<file path="src/rtl/dda_step_generator_pkg.sv">
// Shared types and constants for the DDA step generator and its helpers.
package dda_step_generator_pkg;

    typedef enum logic [1:0] {
        IDLE      = 2'd0,
        DIR_SETUP = 2'd1,
        RUN       = 2'd2,
        DRAIN     = 2'd3
    } state_t;

    localparam int MIN_PULSE_WIDTH = 1;

    localparam int DEF_ACC_WIDTH  = 32;
    localparam int DEF_TICK_WIDTH = 32;
    localparam int DEF_POS_WIDTH  = 32;

    // Clamp a programmed pulse width to the minimum the downstream accepts.
    function automatic logic [7:0] eff_pulse_width(input logic [7:0] w);
        return (w < 8'(MIN_PULSE_WIDTH)) ? 8'(MIN_PULSE_WIDTH) : w;
    endfunction

endpackage

</file>
<file path="src/rtl/dda_step_generator_if.sv">
// Move-command channel into the DDA step generator.
//
// Handshake: the master holds move_valid and the move_* fields stable until
// a cycle in which move_valid & move_ready are both high; that cycle is the
// transfer. move_ready never depends on move_valid.
import dda_step_generator_pkg::*;

interface dda_step_generator_if #(
    parameter int ACC_WIDTH  = DEF_ACC_WIDTH,
    parameter int TICK_WIDTH = DEF_TICK_WIDTH
);
    logic                  move_valid;
    logic                  move_ready;
    logic                  move_dir;
    logic [ACC_WIDTH-1:0]  move_increment;
    logic [TICK_WIDTH-1:0] move_ticks;

    modport master (
        output move_valid, move_dir, move_increment, move_ticks,
        input  move_ready
    );

    modport slave (
        input  move_valid, move_dir, move_increment, move_ticks,
        output move_ready
    );
endinterface

</file>
<file path="src/rtl/dda_step_generator_step_pulse_stretcher.sv">
// Registered pulse stretcher: a trigger while idle produces a high output
// for max(width,1) cycles starting the next cycle. Triggers while the pulse
// is high are ignored (the caller decides what that means). Abort truncates.
// Also used wherever a minimum-width strobe is needed.
import dda_step_generator_pkg::*;

module step_pulse_stretcher (
    input  logic       clk,
    input  logic       resetn,
    input  logic       trigger,
    input  logic [7:0] width,
    input  logic       abort,
    output logic       step,
    output logic       active
);
    logic       step_q;
    logic [7:0] cnt_q;

    // Pulse timer: cnt_q holds the number of high cycles remaining after this one.
    always_ff @(posedge clk or negedge resetn) begin
        if (!resetn) begin
            step_q <= 1'b0;
            cnt_q  <= 8'd0;
        end else if (abort) begin
            step_q <= 1'b0;
            cnt_q  <= 8'd0;
        end else if (step_q) begin
            if (cnt_q == 8'd0) begin
                step_q <= 1'b0;
            end else begin
                cnt_q <= cnt_q - 8'd1;
            end
        end else if (trigger) begin
            step_q <= 1'b1;
            cnt_q  <= eff_pulse_width(width) - 8'd1;
        end
    end

    assign step   = step_q;
    assign active = step_q;
endmodule

</file>
<file path="src/rtl/dda_step_generator.sv">
// DDA step generator: accepts queued moves, runs a phase accumulator once per
// clk while enabled, and emits registered step/dir to the microstepper.
// Optional macro DDA_POSITION_EN builds the signed position counter;
// without it, position is tied to zero.
import dda_step_generator_pkg::*;

module dda_step_generator #(
    parameter int ACC_WIDTH  = DEF_ACC_WIDTH,
    parameter int TICK_WIDTH = DEF_TICK_WIDTH,
    parameter int POS_WIDTH  = DEF_POS_WIDTH
) (
    input  logic                 clk,
    input  logic                 resetn,
    input  logic                 enable,
    input  logic                 abort,
    dda_step_generator_if.slave  move,
    input  logic [7:0]           config_step_pulse_width,
    input  logic [7:0]           config_dir_setup,
    output logic                 step,
    output logic                 dir,
    output logic                 busy,
    output logic                 move_done,
    output logic                 step_overrun,
    output logic [POS_WIDTH-1:0] position,
    output state_t               dbg_state
);
    state_t                state_q, state_d;
    logic [ACC_WIDTH-1:0]  acc_q, inc_q;
    logic [TICK_WIDTH-1:0] ticks_left_q;
    logic [7:0]            setup_cnt_q;
    logic                  dir_q, done_d, move_done_q, overrun_q;
    logic                  accept, run_tick, carry, fire, pulse_active;
    logic [ACC_WIDTH:0]    sum;

    assign move.move_ready = resetn & (state_q == IDLE) & enable & ~abort;
    assign accept          = move.move_valid & move.move_ready;
    // Abort outranks accumulation, so a same-cycle carry is discarded.
    assign run_tick        = (state_q == RUN) & enable & ~abort;
    assign sum             = {1'b0, acc_q} + {1'b0, inc_q};
    assign carry           = run_tick & sum[ACC_WIDTH];
    assign fire            = carry & ~pulse_active;

    // State register.
    always_ff @(posedge clk or negedge resetn) begin
        if (!resetn) state_q <= IDLE;
        else         state_q <= state_d;
    end

    // Next-state and completion strobe.
    always_comb begin
        state_d = state_q;
        done_d  = 1'b0;
        case (state_q)
            IDLE: begin
                if (accept) begin
                    if (move.move_ticks == '0)     done_d  = 1'b1;
                    else if (move.move_dir != dir_q) state_d = DIR_SETUP;
                    else                             state_d = RUN;
                end
            end
            DIR_SETUP: if (setup_cnt_q == 8'd0) state_d = RUN;
            RUN:       if (run_tick && ticks_left_q == TICK_WIDTH'(1)) state_d = DRAIN;
            DRAIN: begin
                if (!pulse_active) begin
                    state_d = IDLE;
                    done_d  = 1'b1;
                end
            end
            default:   state_d = IDLE;
        endcase
        if (abort) begin
            state_d = IDLE;
            done_d  = 1'b0;
        end
    end

    // Move latch, direction, setup countdown and accumulator. The accumulator
    // carries its fractional phase across moves; only reset/abort clear it.
    always_ff @(posedge clk or negedge resetn) begin
        if (!resetn) begin
            acc_q        <= '0;
            inc_q        <= '0;
            ticks_left_q <= '0;
            setup_cnt_q  <= 8'd0;
            dir_q        <= 1'b0;
        end else if (abort) begin
            acc_q <= '0;
        end else begin
            if (accept) begin
                inc_q        <= move.move_increment;
                ticks_left_q <= move.move_ticks;
                setup_cnt_q  <= config_dir_setup;
                if (move.move_ticks != '0) dir_q <= move.move_dir;
            end
            if (state_q == DIR_SETUP && setup_cnt_q != 8'd0) begin
                setup_cnt_q <= setup_cnt_q - 8'd1;
            end
            if (run_tick) begin
                acc_q        <= sum[ACC_WIDTH-1:0];
                ticks_left_q <= ticks_left_q - TICK_WIDTH'(1);
            end
        end
    end

    // Completion pulse and sticky overrun flag.
    always_ff @(posedge clk or negedge resetn) begin
        if (!resetn) begin
            move_done_q <= 1'b0;
            overrun_q   <= 1'b0;
        end else begin
            move_done_q <= done_d;
            if (carry && pulse_active) overrun_q <= 1'b1;
        end
    end

    step_pulse_stretcher u_stretcher (
        .clk     (clk),
        .resetn  (resetn),
        .trigger (fire),
        .width   (config_step_pulse_width),
        .abort   (abort),
        .step    (step),
        .active  (pulse_active)
    );

`ifdef DDA_POSITION_EN
    logic [POS_WIDTH-1:0] position_q;

    // Position moves in the same cycle the step output rises.
    always_ff @(posedge clk or negedge resetn) begin
        if (!resetn)   position_q <= '0;
        else if (fire) position_q <= dir_q ? position_q + POS_WIDTH'(1)
                                           : position_q - POS_WIDTH'(1);
    end
    assign position = position_q;
`else
    assign position = '0;
`endif

    assign dir          = dir_q;
    assign busy         = (state_q != IDLE);
    assign move_done    = move_done_q;
    assign step_overrun = overrun_q;
    assign dbg_state    = state_q;
endmodule

</file>
<file path="src/flat_wrapper.sv">
// flat-port wrapper written by rule: the top's interface ports become plain ports
module dda_step_generator_flat 
#(
    parameter int ACC_WIDTH  = DEF_ACC_WIDTH,
    parameter int TICK_WIDTH = DEF_TICK_WIDTH,
    parameter int POS_WIDTH  = DEF_POS_WIDTH
)
  (clk, resetn, enable, abort, config_step_pulse_width, config_dir_setup, step, dir, busy, move_done, step_overrun, position, dbg_state, move_move_valid, move_move_dir, move_move_increment, move_move_ticks, move_move_ready);
  dda_step_generator_if #(.ACC_WIDTH(ACC_WIDTH), .TICK_WIDTH(TICK_WIDTH)) move_i ();
  input  logic clk;
  input  logic resetn;
  input  logic enable;
  input  logic abort;
  input  logic [7:0] config_step_pulse_width;
  input  logic [7:0] config_dir_setup;
  output logic step;
  output logic dir;
  output logic busy;
  output logic move_done;
  output logic step_overrun;
  output logic [POS_WIDTH-1:0] position;
  output state_t dbg_state;
  input wire logic [$bits(move_i.move_valid)-1:0] move_move_valid;
  input wire logic [$bits(move_i.move_dir)-1:0] move_move_dir;
  input wire logic [$bits(move_i.move_increment)-1:0] move_move_increment;
  input wire logic [$bits(move_i.move_ticks)-1:0] move_move_ticks;
  output wire logic [$bits(move_i.move_ready)-1:0] move_move_ready;
  assign move_i.move_valid = move_move_valid;
  assign move_i.move_dir = move_move_dir;
  assign move_i.move_increment = move_move_increment;
  assign move_i.move_ticks = move_move_ticks;
  assign move_move_ready = move_i.move_ready;
  dda_step_generator #(.ACC_WIDTH(ACC_WIDTH), .TICK_WIDTH(TICK_WIDTH), .POS_WIDTH(POS_WIDTH)) u_core (.clk(clk), .resetn(resetn), .enable(enable), .abort(abort), .move(move_i), .config_step_pulse_width(config_step_pulse_width), .config_dir_setup(config_dir_setup), .step(step), .dir(dir), .busy(busy), .move_done(move_done), .step_overrun(step_overrun), .position(position), .dbg_state(dbg_state));
endmodule
</file>
<file path="config.mk">
export PLATFORM = sky130hd
export DESIGN_NAME = dda_step_generator_flat
export DESIGN_NICKNAME = d
export VERILOG_FILES = /design/src/rtl/dda_step_generator_pkg.sv /design/src/rtl/dda_step_generator_if.sv /design/src/rtl/dda_step_generator_step_pulse_stretcher.sv /design/src/rtl/dda_step_generator.sv /design/src/flat_wrapper.sv
export SDC_FILE = /design/constraint.sdc
export NUM_CORES = 1
export LEC_CHECK = 0
export BUFFER_PORTS_ARGS = -buffer_cell sky130_fd_sc_hd__buf_4
export CAP_MARGIN = 20
export CELL_PAD_IN_SITES_DETAIL_PLACEMENT = 1
export CELL_PAD_IN_SITES_GLOBAL_PLACEMENT = 1
export CORE_UTILIZATION = 46
export CTS_CLUSTER_DIAMETER = 60
export DETAILED_ROUTE_END_ITERATION = 10
export HOLD_SLACK_MARGIN = 0.1
export PLACE_DENSITY_LB_ADDON = 0.05
export SLEW_MARGIN = 30
export SYNTH_ARGS = -nofsm -noshare
export SYNTH_HDL_FRONTEND = slang
export SYNTH_HIERARCHICAL = 1
export SYNTH_SLANG_ARGS = --single-unit
</file>
<file path="constraint.sdc">
create_clock -name clk -period 5.9 [get_ports clk]
set_clock_uncertainty 0.1 [all_clocks]
set_input_delay 1.475 -clock clk [delete_from_list [all_inputs] [get_ports clk]]
set_output_delay 1.475 -clock clk [all_outputs]
set_load 0.02 [all_outputs]
</file>
# Word-level counts from Yosys, hierarchy flattened
# Cells that the tools add are included.
# op_classes
reduce_logical	20
bitwise_logic	10
order_cmp	1
n_addsub	5
muxes	28
n_eq_ne	11
# op_table
operator	count
$mux 32	4
$mux 8	7
$add 32x32->33	1
$eq 32x1->1 const B	1
$logic_not 32->1	1
$reduce_bool 32->1	1
$sub 32x1->32 const B	1
$sub 8x1->8 const B	3
$logic_not 8->1	2
$mux 2	7
$ne 3x3->1 const B	4
$and 1x1->1	8
$lt 8x1->1 const B	1
$mux 1	8
$pmux 2 s4	1
$reduce_and 2->1	4
$reduce_bool 2->1	4
$reduce_bool 8->1	1
$ne 3x2->1 const B	2
$reduce_and 5->1	1
$eq 2x2->1 const B	2
$logic_and 1x1->1	3
$reduce_and 3->1	1
$reduce_bool 3->1	1
5 further kinds	6
# totals
input_bits	86
regBits	118
elab_cells	85

# Longest topological paths before layout
# Gate-level depths: netlist (run 1).
# depth
depth_word	8
ltp_mapped	16

# Cells and area by module
# The synthesis (run 1) kept the hierarchy.
# by_module_without_submodules
module	cells_per_inst	n_inst	area_each_um2
dda_step_generator	849	1	7015.5
step_pulse_stretcher	74	1	674.4

# Least setup slack after synthesis (run 1)
# OpenSTA, ideal clock, no wires.
# synth_timing
path_kind	input-to-output
from	in enable
to	out move_move_ready
slack_ps	2397
cell_stages	2
arrival_time_ps	1928
n_path_buf	0
cell_sequence	nor2b_1 > and3_1
# synth_via
elab_chain_cells	2
# synth_lines
element	line	rtl
start, declared	flat_wrapper.sv:12	input logic enable;
$and 1x1->1 (2 in series)	dda_step_generator.sv:35	assign move.move_ready = resetn & (state_q == IDLE) & enable & ~abort;
end, declared	flat_wrapper.sv:27	output wire logic [$bits(move_i.move_ready)-1:0] move_move_ready;
# No other way between the ends.

# Final worst setup path (run 1)
# layout_timing
from	reg u_core.acc_q[0]
to	reg u_core.u_stretcher.cnt_q[4]
# layout_via
elab_chain_cells	5
# layout_lines
element	line	rtl
start, declared	dda_step_generator.sv:28	logic [ACC_WIDTH-1:0] acc_q, inc_q;
start signal, assigned	dda_step_generator.sv:99	acc_q <= sum[ACC_WIDTH-1:0];
$add 32x32->33	dda_step_generator.sv:39	assign sum = {1'b0, acc_q} + {1'b0, inc_q};
$and 1x1->1	dda_step_generator.sv:40	assign carry = run_tick & sum[ACC_WIDTH];
$and 1x1->1	dda_step_generator.sv:41	assign fire = carry & ~pulse_active;
net u_core.fire	dda_step_generator.sv:32	logic accept, run_tick, carry, fire, pulse_active;
$reduce_bool 3->1 (no source line)	--	
$reduce_and 2->1 (no source line)	--	
end signal, assigned	dda_step_generator_step_pulse_stretcher.sv:31	cnt_q <= cnt_q - 8'd1;
end signal, assigned	dda_step_generator_step_pulse_stretcher.sv:35	cnt_q <= eff_pulse_width(width) - 8'd1;
end, declared	dda_step_generator_step_pulse_stretcher.sv:17	logic [7:0] cnt_q;
# The timed path passes the listed nets, and every way through them passes these cells.
# A chain may end at the register's enable or synchronous reset.

==> flow_summary.toml, run 1 <==
[worst_setup_path]
setup.worst_path.end_class = "register"
startpoint_type = "register"
cp.arrival_ns = 4.33
worstPathMaxFanout = 6
path_class = "register to register"
crit_required_ns = 6.14

[floorplan]
rows = 46
die-area_um2 = 17200
die_w_um = 131
initial_core_util_pct = 47.7
die_y_um = 131
pin_count = 126
fp.coreArea_um2 = 16100

[synth]
synth_edf_count = 0
yosysUniqueCellTypes = 74
synthMuxAreaShare_pct = 1.25
synth_fa_ha_area_share_pct = 7.09
synth_top_flop_cell = "dfrtp_1"
synth_area_per_cell_um2 = 8.33
synth_top_family_by_area = "simple AND/OR/NAND/NOR gates"
ys_seq_area_share_pct = 38.4
netlist_area_um2 = 7690
synth-simple-area-share_pct = 22.8
syn_inst = 923
yosysWarnings = 6
synth.ff_latch_count = 118
async_flop_share_pct = 100
synth_compound_area_share_pct = 20.4
synth_xor_area_share_pct = 3.87

[power]
power_density_nw_per_um2 = 399
pwr-share-comb_pct = 33.4
vdd_drop_max_v = 0.000258
seqPwrFrac_pct = 36.3
power.internal_w = 0.00226
total_power_w = 0.00362
swShare_pct = 37.6
pwr-share-clk_pct = 30.3
p_switching_w = 0.00136
p_leak_nw = 4.28

[finish]
fin_nets = 1138
drive_gt1_share_pct = 15.4
antennaDiodeCount = 0
layout_common_cells = "200 x nand2_1, 117 x dfrtp_1, 101 x buf_4"
final_common_cell = "nand2_1"
area_growth_pct = 18.0
fill_cells = 1944

[routing]
antenna_left = 0
vias = 7071
dr.pass1.iters = 5
post_drt_via_cell_ratio = 5.72
routedWlPerCell_um = 18.5
first_iter_violations = 309
totalWireLength_um = 22900
drc_errors = 0

[sta]
rsz0062_at_grt = "no"
final.setup.worst_slack_ns = 1.80
slew_violations = 0
hold_violations = 0
worstMarginPinSlew_ns = 0.877
tns_ns = 0
post-route-period-util_pct = 69.4
fin_crit_ns = 4.10
slew_headroom_pct = 41.4
max_freq_mhz = 244
finalSetupViolations = 0

[global_route]
antenna_found_initial = 0
grt_max_degree = 53
grt_pass1_wl_um = 38000
grt_pass1_vias = 7475
gr-total-overflow = 0
grtUsageTotal_pct = 27.6

[clock_tree]
post-cts-setup-buffers = 0
cts_sinks = 118
clockBufferDepth = 2
htreeDepth = 4
cts_hold_buf = 0
post_cts_resized = 0
cts_tree = "built"
cts-root-buf = "clkbuf_16"
clkTransAtPathRegs_ns = 0.06
insertion_delay_ns = 0.43
cts_buffers = 17

[placement]
portBuffers = 93
gp_congestion = 0.836
preCtsSetupSlack_ns = 1.81
dpl.hpwl_um = 16200

[flow_run]
maxCapViolCount = 0

[hold_path]
hold_path.class = "register to register"

[run_status]
status = "finished, final reports clean"
logic make-up after synthesis:
family	count (synthesis)
and+or+nand+nor	385
AOI/OAI and AO/OA	245
DFF	118
buffers and inverters	88
adders and majority gates	43
xor gates and xnor gates	34
muxes	9
other	1
registers in the layout, indices dropped and copies added (netlist names):
signal	cells
u_core/acc_q	32
u_core/setup_cnt_q	8
u_core/ticks_left_q	32
u_core/dir	1
u_core/dbg_state	2
u_core/u_stretcher/cnt_q	8
u_core/inc_q	32
u_core/move_done	1
u_core/step_overrun	1
u_core/u_stretcher/active	1
final timing paths:
kind	start	to	slack (ns)	cells after the start
max reg2reg	u_core/acc_q[0]$_DFFE_PN0P_	u_core/u_stretcher/cnt_q[4]$_DFFE_PN0P_	1.80	15
max	u_core/acc_q[0]$_DFFE_PN0P_	u_core/u_stretcher/cnt_q[4]$_DFFE_PN0P_	1.80	15
min	u_core/inc_q[7]$_DFFE_PN0P_	u_core/inc_q[7]$_DFFE_PN0P_	0.38	2
min reg2reg	u_core/inc_q[7]$_DFFE_PN0P_	u_core/inc_q[7]$_DFFE_PN0P_	0.38	2
max in group asynchronous	resetn	u_core/ticks_left_q[24]$_DFFE_PN0P_	3.21	3
min in group asynchronous	resetn	u_core/inc_q[1]$_DFFE_PN0P_	0.88	1
through the flow:
step / utilization, % / hold slack [ns] / cells / instance area [µm²]
after floorplan: - / 0.345 / 954 / 7810
after CTS: 56.3 / 0.383 / 1237 / 9070
after global placement: 52.5 / 0.367 / 1206 / 8460
after global routing: 56.3 / 0.414 / 1237 / 9080
final: 56.3 / 0.380 / 1237 / 9080
after detailed placement: 52.5 / 0.369 / 1206 / 8460
synth_stat cells, drive strengths merged (2+ instances only):
cell     number  area [µm²]
o21bai        3        22.5
nor2         64         240
o41ai         3        48.8
o311ai        7        61.3
buf          44         304
a31oi         9        62.6
dfrtp       118        2950
mux2          2        26.3
o21a          3        22.5
inv          23        86.3
or2           4        25.0
and2          6        37.5
a211o         2        17.5
a221o         6        61.3
and3          9        56.3
nand2       201         757
a22oi         3        22.5
o32ai         2        17.5
a21oi        61         309
nand3        17        85.1
xor2         17         149
nor2b         6        37.5
o31ai         4        30.0
a211oi        9        77.6
nand2b        2        12.5
a22o          7        61.3
o21ai        87         435
xnor2        17         149
a21boi        2        15.0
nor3         27         150
nand3b        3        22.5
ha           42         526
a2111oi       2        23.8
nor3b         7        52.6
nor4         19         134
clkbuf       21        78.8
o2111ai       2        17.5
nand4         5        31.3
or3          11        73.8
mux2i         7        70.1
a21o         14         105
o211ai       10        75.1
routing by layer:
| layer | track usage, % | part of all wire [%] | vias up | wire, µm |
|---|---|---|---|---|
| li1 | - | - | 3386 | - |
| met1 | 34.3 | 45 | 3514 | 10400 |
| met2 | 48.3 | 50 | 152 | 11400 |
| met3 | 5.75 | 3.7 | 19 | 837 |
| met4 | 7.49 | 1.1 | 0 | 242 |
| met5 | 0 | 0 | - | 0 |
area by class of cell:
| cell class | instances | area [µm²] | area share [%] |
|---|---|---|---|
| Sequential cell | 118 | 2950 | 32.5 |
| Clock buffer | 23 | 498 | 5.49 |
| Inverter | 23 | 86.3 | 0.951 |
| Tap cell | 216 | 270 | 2.98 |
| Clock inverter | 8 | 120 | 1.32 |
| Multi-Input combinational cell | 748 | 4390 | 48.4 |
| Timing Repair Buffer | 101 | 758 | 8.35 |
worst max-delay path, stage by stage, from the launching register on:
cell and delay, ns:
dfrtp_1 0.37, ha_1 0.18, inv_1 0.06, fa_1 0.40, nor2b_1 0.19, o2111ai_1 0.17
a211oi_1 0.37, a221o_2 0.33, a31oi_2 0.16, o41ai_2 0.43, nand2_1 0.16, nor2_1 0.15
o21bai_1 0.08, a31oi_1 0.40, inv_1 0.23, o21ai_0 0.21
power by group through the flow:
stage / logic [W] / clock network, W / registers (W)
finish: 0.00121 / 0.00110 / 0.00131
floorplan: 0.000886 / 0 / 0.00125
detailed placement: 0.00120 / 0 / 0.00131
global route: 0.00136 / 0.00115 / 0.00135
CTS: 0.00121 / 0.00112 / 0.00131
global placement: 0.00115 / 0 / 0.00131
Note: power is estimated with default switching activity, not from simulation.
==> inputs of run 2 (changes only) <==
Settings changed: ABC_AREA set to 1, CORE_UTILIZATION 46 to 37.
Clock period 5.9 ns to 3.53 ns, I/O delays scaled along.
==> run 2 against run 1 <==
Against the previous run:
- cell count rose by 47%
- count of clock-buffer cells in the layout shrank 3
- worst setup slack worse by 1.2 ns
- sequential share of layout area fell by 4.4 points
==> flow_summary.toml, run 2 <==
[run_status]
status = "finished, final reports clean"

[clock_tree]
cts_tree = "built"
insertion_delay_ns = 0.42
clkTransAtPathRegs_ns = 0.06
post_cts_resized = 0
cts_hold_buf = 0
post-cts-setup-buffers = 0
cts-root-buf = "clkbuf_16"
cts_buffers = 17
cts_sinks = 118
htreeDepth = 4
clockBufferDepth = 2

[finish]
final_cell_count_no_fill = 1815
fill_cells = 3146
largestRegisters = "u_core/acc_q: 32 flops, u_core/inc_q: 32 flops, u_core/ticks_left_q: 32 flops"
fin_nets = 1612
layout_common_cells = "531 x nand2_1, 185 x inv_1, 150 x nor2_1"
area_growth_pct = 16.6
antennaDiodeCount = 0
drive_gt1_share_pct = 11.8
final_common_cell = "nand2_1"

[routing]
antenna_left = 0
vias = 8832
totalWireLength_um = 28100
drc_errors = 0
first_iter_violations = 333
post_drt_via_cell_ratio = 4.87
dr.pass1.iters = 4
routedWlPerCell_um = 15.5

[sta]
finalSetupViolations = 0
worstMarginPinSlew_ns = 0.808
tns_ns = 0
slew_violations = 0
fin_crit_ns = 2.94
max_freq_mhz = 340
hold_violations = 0
rsz0062_at_grt = "no"
slew_headroom_pct = 46.1
post-route-period-util_pct = 83.4

[worst_setup_path]
r2r-start = "u_core/inc_q[0]$_DFFE_PN0P_"
rr_endpoint = "u_core/u_stretcher/cnt_q[4]$_DFFE_PN0P_"
crit_required_ns = 3.76
cp.arrival_ns = 3.18
worstPathMaxFanout = 8
ff2ff_setup_slack_ns = 0.59
setup.worst_path.end_class = "register"
r2r_cells = 19
path_class = "register to register"
startpoint_type = "register"

[hold_path]
hold_start = "u_core/acc_q[19]$_DFFE_PN0P_"
min_to = "u_core/acc_q[19]$_DFFE_PN0P_"
hold_depth = 2
hold_path.class = "register to register"

[power]
p_leak_nw = 5.71
power_density_nw_per_um2 = 626
vdd_drop_max_v = 0.000238

[placement]
dp_cells = 1783
portBuffers = 93
gp_congestion = 0.867
dpl.hpwl_um = 21700

[synth]
syn_inst = 1390
ys_seq_area_share_pct = 32.9
synth_area_per_cell_um2 = 6.46
yosysWarnings = 6
synthTopCellsByArea = "dfrtp_1 33%, nand2_1 22%, inv_1 7.7%, nor2_1 6.3%, ha_1 5.9%"
ys_top_cells_by_count = "531 x nand2_1, 185 x inv_1, 150 x nor2_1"
synth_edf_count = 0
synth_top_flop_cell = "dfrtp_1"
synth.ff_latch_count = 118
netlist_area_um2 = 8980
async_flop_share_pct = 100
synth_most_common_cell = "nand2_1"
synth_top_area_share_pct = 32.9
yosys.area.top_type = "dfrtp_1"
yosysUniqueCellTypes = 49

[floorplan]
die_y_um = 158
pin_count = 126
fp.coreArea_um2 = 23600
die_w_um = 158
rows = 56
die-area_um2 = 24900
initial_core_util_pct = 38.0

[global_route]
grtUsageTotal_pct = 24.0
antenna_found_initial = 0
grt_max_degree = 61
gr-total-overflow = 0
grt_pass1_wl_um = 46500
grt_pass1_vias = 9352

[flow_run]
maxCapViolCount = 0
run 2: worst max path at each step:
stage,startpoint,to,slack [ns],cells after the start
5_1_grt,u_core/inc_q[0]$_DFFE_PN0P_,u_core/u_stretcher/cnt_q[4]$_DFFE_PN0P_,0.25,19
3_5_place_dp,u_core/inc_q[0]$_DFFE_PN0P_,u_core/u_stretcher/cnt_q[4]$_DFFE_PN0P_,0.56,19
3_3_place_gp,u_core/acc_q[0]$_DFFE_PN0P_,u_core/u_stretcher/cnt_q[4]$_DFFE_PN0P_,0.67,19
6_report,u_core/inc_q[0]$_DFFE_PN0P_,u_core/u_stretcher/cnt_q[4]$_DFFE_PN0P_,0.59,19
2_1_floorplan,u_core/acc_q[0]$_DFFE_PN0P_,u_core/u_stretcher/cnt_q[4]$_DFFE_PN0P_,1.12,19
4_1_cts,u_core/inc_q[0]$_DFFE_PN0P_,u_core/u_stretcher/cnt_q[4]$_DFFE_PN0P_,0.53,19
run 2: per-stage QoR:
stage               hold slack (ns)  total power (W)  area [µm²]  worst slack, ns  util (%)
finish                        0.386          0.00656       10500            0.587      44.4
CTS                           0.392          0.00665       10500            0.525      44.4
detailed placement            0.351          0.00478        9870            0.556      41.8
global route                  0.404          0.00712       10500            0.247      44.4
global placement              0.353          0.00471        9870            0.669      41.8
floorplan                     0.349          0.00401        9100             1.12         -
run 2: area by class of cell:
type,instances,area (µm²),area share (%)
tap,319,399,3.81
sequential,118,2950,28.2
inverter,191,719,6.87
clock buffer,20,447,4.26
timing repair buffer,102,766,7.31
clock inverter,12,154,1.47
multi-input combinational,1053,5040,48.1
run 2: cells by family (layout without fill, tap and decap cells):
| group | Yosys count | after routing | synth area share, % |
|---|---|---|---|
| compound gates | 146 | 146 | 9.49 |
| xor+xnor | 14 | 14 | 1.37 |
| fa+ha+maj | 43 | 43 | 6.07 |
| buf+inv | 250 | 325 | 12.3 |
| flops | 118 | 118 | 32.9 |
| mux | 1 | 1 | 0.125 |
| other cells | 1 | 32 | 0.0418 |
| simple gates | 817 | 817 | 37.7 |
run 2: where the power goes:
part	total, W	switching (W)	internal [W]
logic	0.00254	0.00164	0.000899
registers	0.00222	0.000412	0.00181
clock network	0.00180	0.000670	0.00113
total	0.00656	0.00273	0.00384
run 2: metal layers:
layer	routed length (µm)	vias to the layer above	track usage [%]
li1	-	4461	-
met1	12500	4242	28.4
met2	14600	111	44.9
met3	646	18	3.97
met4	352	0	5.59
met5	0	-	0
run 2: worst max-delay path: stages, from the launching register on:
cell and delay [ns]:
dfrtp_1 0.35, ha_1 0.17, inv_1 0.05, fa_1 0.39, inv_1 0.10, nand3_1 0.08
nand3_1 0.18, nand2_1 0.07, nand2_1 0.12, nand3_1 0.09, nand2_1 0.11, nand2_1 0.06
nand2_1 0.13, nand2_1 0.07, nor2_1 0.08, or2_2 0.13, o21ai_2 0.07, nor2_2 0.28
o21ai_0 0.13, o21ai_0 0.09
==> inputs of run 3 (changes only) <==
Settings changed: CORE_UTILIZATION 37 to 41.
Clock period 3.53 ns to 2.8 ns, I/O delays scaled along.
==> run 3 against run 2 <==
Against the previous run:
- count of clock-buffer cells in the layout did not move
- global-route usage rose by 2.6 points
- clock power rose by 48%
- sequential cell count did not move
- combinational power rose by 31%
- critical path depth did not move
- fmax rose by 12%
- hold slack got worse by 0.12 ns
- critical path type unchanged
- largest power group unchanged
- highest routed layer unchanged
==> flow_summary.toml, run 3 (synthesis gave the netlist of run 2 again) <==
[worst_setup_path]
crit_chain = "ha_2, inv_1, fa_2, inv_2, nand3_1, nand3_2, nand2_1, nand2_1, nand3_1, nand2_1, nand2_1, nand2_2, nand2_1, nor2_1, or2_4, o21ai_4, nor2_4, nand2_2, o21ai_2"
worstPathMaxFanout = 8
crit_required_ns = 3.05
cp.arrival_ns = 2.88
cp_slowest_cell = "dfrtp_1"
ff2ff_setup_slack_ns = 0.17
timing.critical_path.mode_cell = "nand2_1"
startpoint_type = "register"
critPathMaxStageDelay_ns = 0.37
path_class = "register to register"
setup.worst_path.end_class = "register"

[routing]
dr.pass1.iters = 4
antenna_left = 0
vias = 8989
totalWireLength_um = 28500
post_drt_via_cell_ratio = 5.05
routedWlPerCell_um = 16.0
first_iter_violations = 323
drc_errors = 0

[global_route]
grtUsageMet2_pct = 48.3
top_usage_layer = "met2"
grtUsageMet3_pct = 4.94
gr-total-overflow = 0
grt_pass1_wl_um = 46600
grt_pass1_vias = 9545
antenna_found_initial = 0
grtUsageTotal_pct = 26.6
globalRouteMet1Util_pct = 30.8
grt_max_degree = 119

[run_status]
status = "finished, final reports clean"

[finish]
largestRegisters = "u_core/acc_q: 32 flops, u_core/inc_q: 32 flops, u_core/ticks_left_q: 32 flops"
final_core_util_pct = 50.5
final_common_cell = "nand2_1"
drive_gt1_share_pct = 13.8
antennaDiodeCount = 0
multiInputGateArea_um2 = 5140
final_cell_count_no_fill = 1780
fin_nets = 1621
area_growth_pct = 19.4
seqCellArea_um2 = 2950
fill_cells = 2851
layout_common_cells = "525 x nand2_1, 183 x inv_1, 149 x nor2_1"

[power]
p_leak_nw = 5.83
total_power_w = 0.00878
vdd_drop_max_v = 0.000340
power_density_nw_per_um2 = 819

[sta]
post-route-period-util_pct = 93.9
hold_violations = 0
finalSetupViolations = 0
worstMarginPinSlew_ns = 0.759
slew_headroom_pct = 49.4
fin_crit_ns = 2.63
max_freq_mhz = 380
slew_violations = 0
tns_ns = 0

[floorplan]
die-area_um2 = 22500
rows = 53
fp.coreArea_um2 = 21200
initial_core_util_pct = 42.3
die_y_um = 150
die_w_um = 150
pin_count = 126

[clock_tree]
clockBufferDepth = 2
cts_tree = "built"
insertion_delay_ns = 0.43
htreeDepth = 4
cts_buffers = 17
cts-root-buf = "clkbuf_16"
clkTransAtPathRegs_ns = 0.06
cts_sinks = 118

[flow_run]
maxCapViolCount = 0

[placement]
dpl.hpwl_um = 21400
gp_congestion = 0.923
portBuffers = 93
dp_cells = 1745

[hold_path]
hold_path.class = "primary input to asynchronous set/reset pin"
-- run 3: per-layer routing --
layer  share of wire (%)  routed length, µm  up-vias
met5                   0                  0        -
li1                    -                  -     4488
met3                 2.7                764       61
met2                  52              14800      158
met4                 3.1                884        0
met1                  42              12000     4282
-- run 3: cell type report --
cell class,instances,share of cell area [%]
multi-input cells,1053,48.0
flip-flops and latches,118,27.5
repair buffers,111,8.00
inverters,191,6.71
clock buffers,20,4.26
well taps,275,3.21
clock inverters,12,2.31
-- run 3: metrics by stage --
step | setup WS, ns | instance area (µm²) | hold slack [ns]
CTS | 0.0235 | 10600 | 0.353
finish | 0.170 | 10700 | 0.265
floorplan | 0.386 | 9100 | 0.304
global route | -0.0257 | 10700 | 0.361
detailed placement | 0.0488 | 9890 | 0.355
global placement | 0.136 | 9890 | 0.355
-- run 3: power breakdown --
| group | switching, W | total, W | internal (W) |
|---|---|---|---|
| combinational | 0.00213 | 0.00333 | 0.00120 |
| sequential | 0.000519 | 0.00280 | 0.00228 |
| clock | 0.000848 | 0.00266 | 0.00181 |
| total | 0.00350 | 0.00878 | 0.00529 |
-- run 3: worst paths after layout --
check                                             startpoint  depth (start not counted)                                      end
worst max register to register   u_core/inc_q[0]$_DFFE_PN0P_                         19  u_core/u_stretcher/cnt_q[5]$_DFFE_PN0P_
worst min register to register  u_core/inc_q[10]$_DFFE_PN0P_                          2             u_core/inc_q[10]$_DFFE_PN0P_
max in group asynchronous                             resetn                          2        u_core/setup_cnt_q[4]$_DFFE_PN0P_
min in group clk                     move_move_increment[26]                          3             u_core/inc_q[26]$_DFFE_PN0P_
worst max-delay path             u_core/inc_q[0]$_DFFE_PN0P_                         19  u_core/u_stretcher/cnt_q[5]$_DFFE_PN0P_
worst min-delay path                                  resetn                          2             u_core/inc_q[11]$_DFFE_PN0P_
-- run 3: worst max-delay path, delay by kind of cell, from the launching register on --
kind                       cells  cell delay (ns)
and+or+nand+nor               13             1.21
adders and majority gates      2             0.54
DFF                            1             0.37
AOI/OAI and AO/OA              2             0.20
buffers and inverters          2             0.12
-- run 3: what timing repair did --
| action | in CTS | in global routing |
|---|---|---|
| gates resized for setup | 2 | 26 |
| hold buffers | 0 | 0 |
| buffers inserted | 0 | 3 |
| setup endpoints to repair | 1 | 8 |
| pin swaps | 0 | 7 |
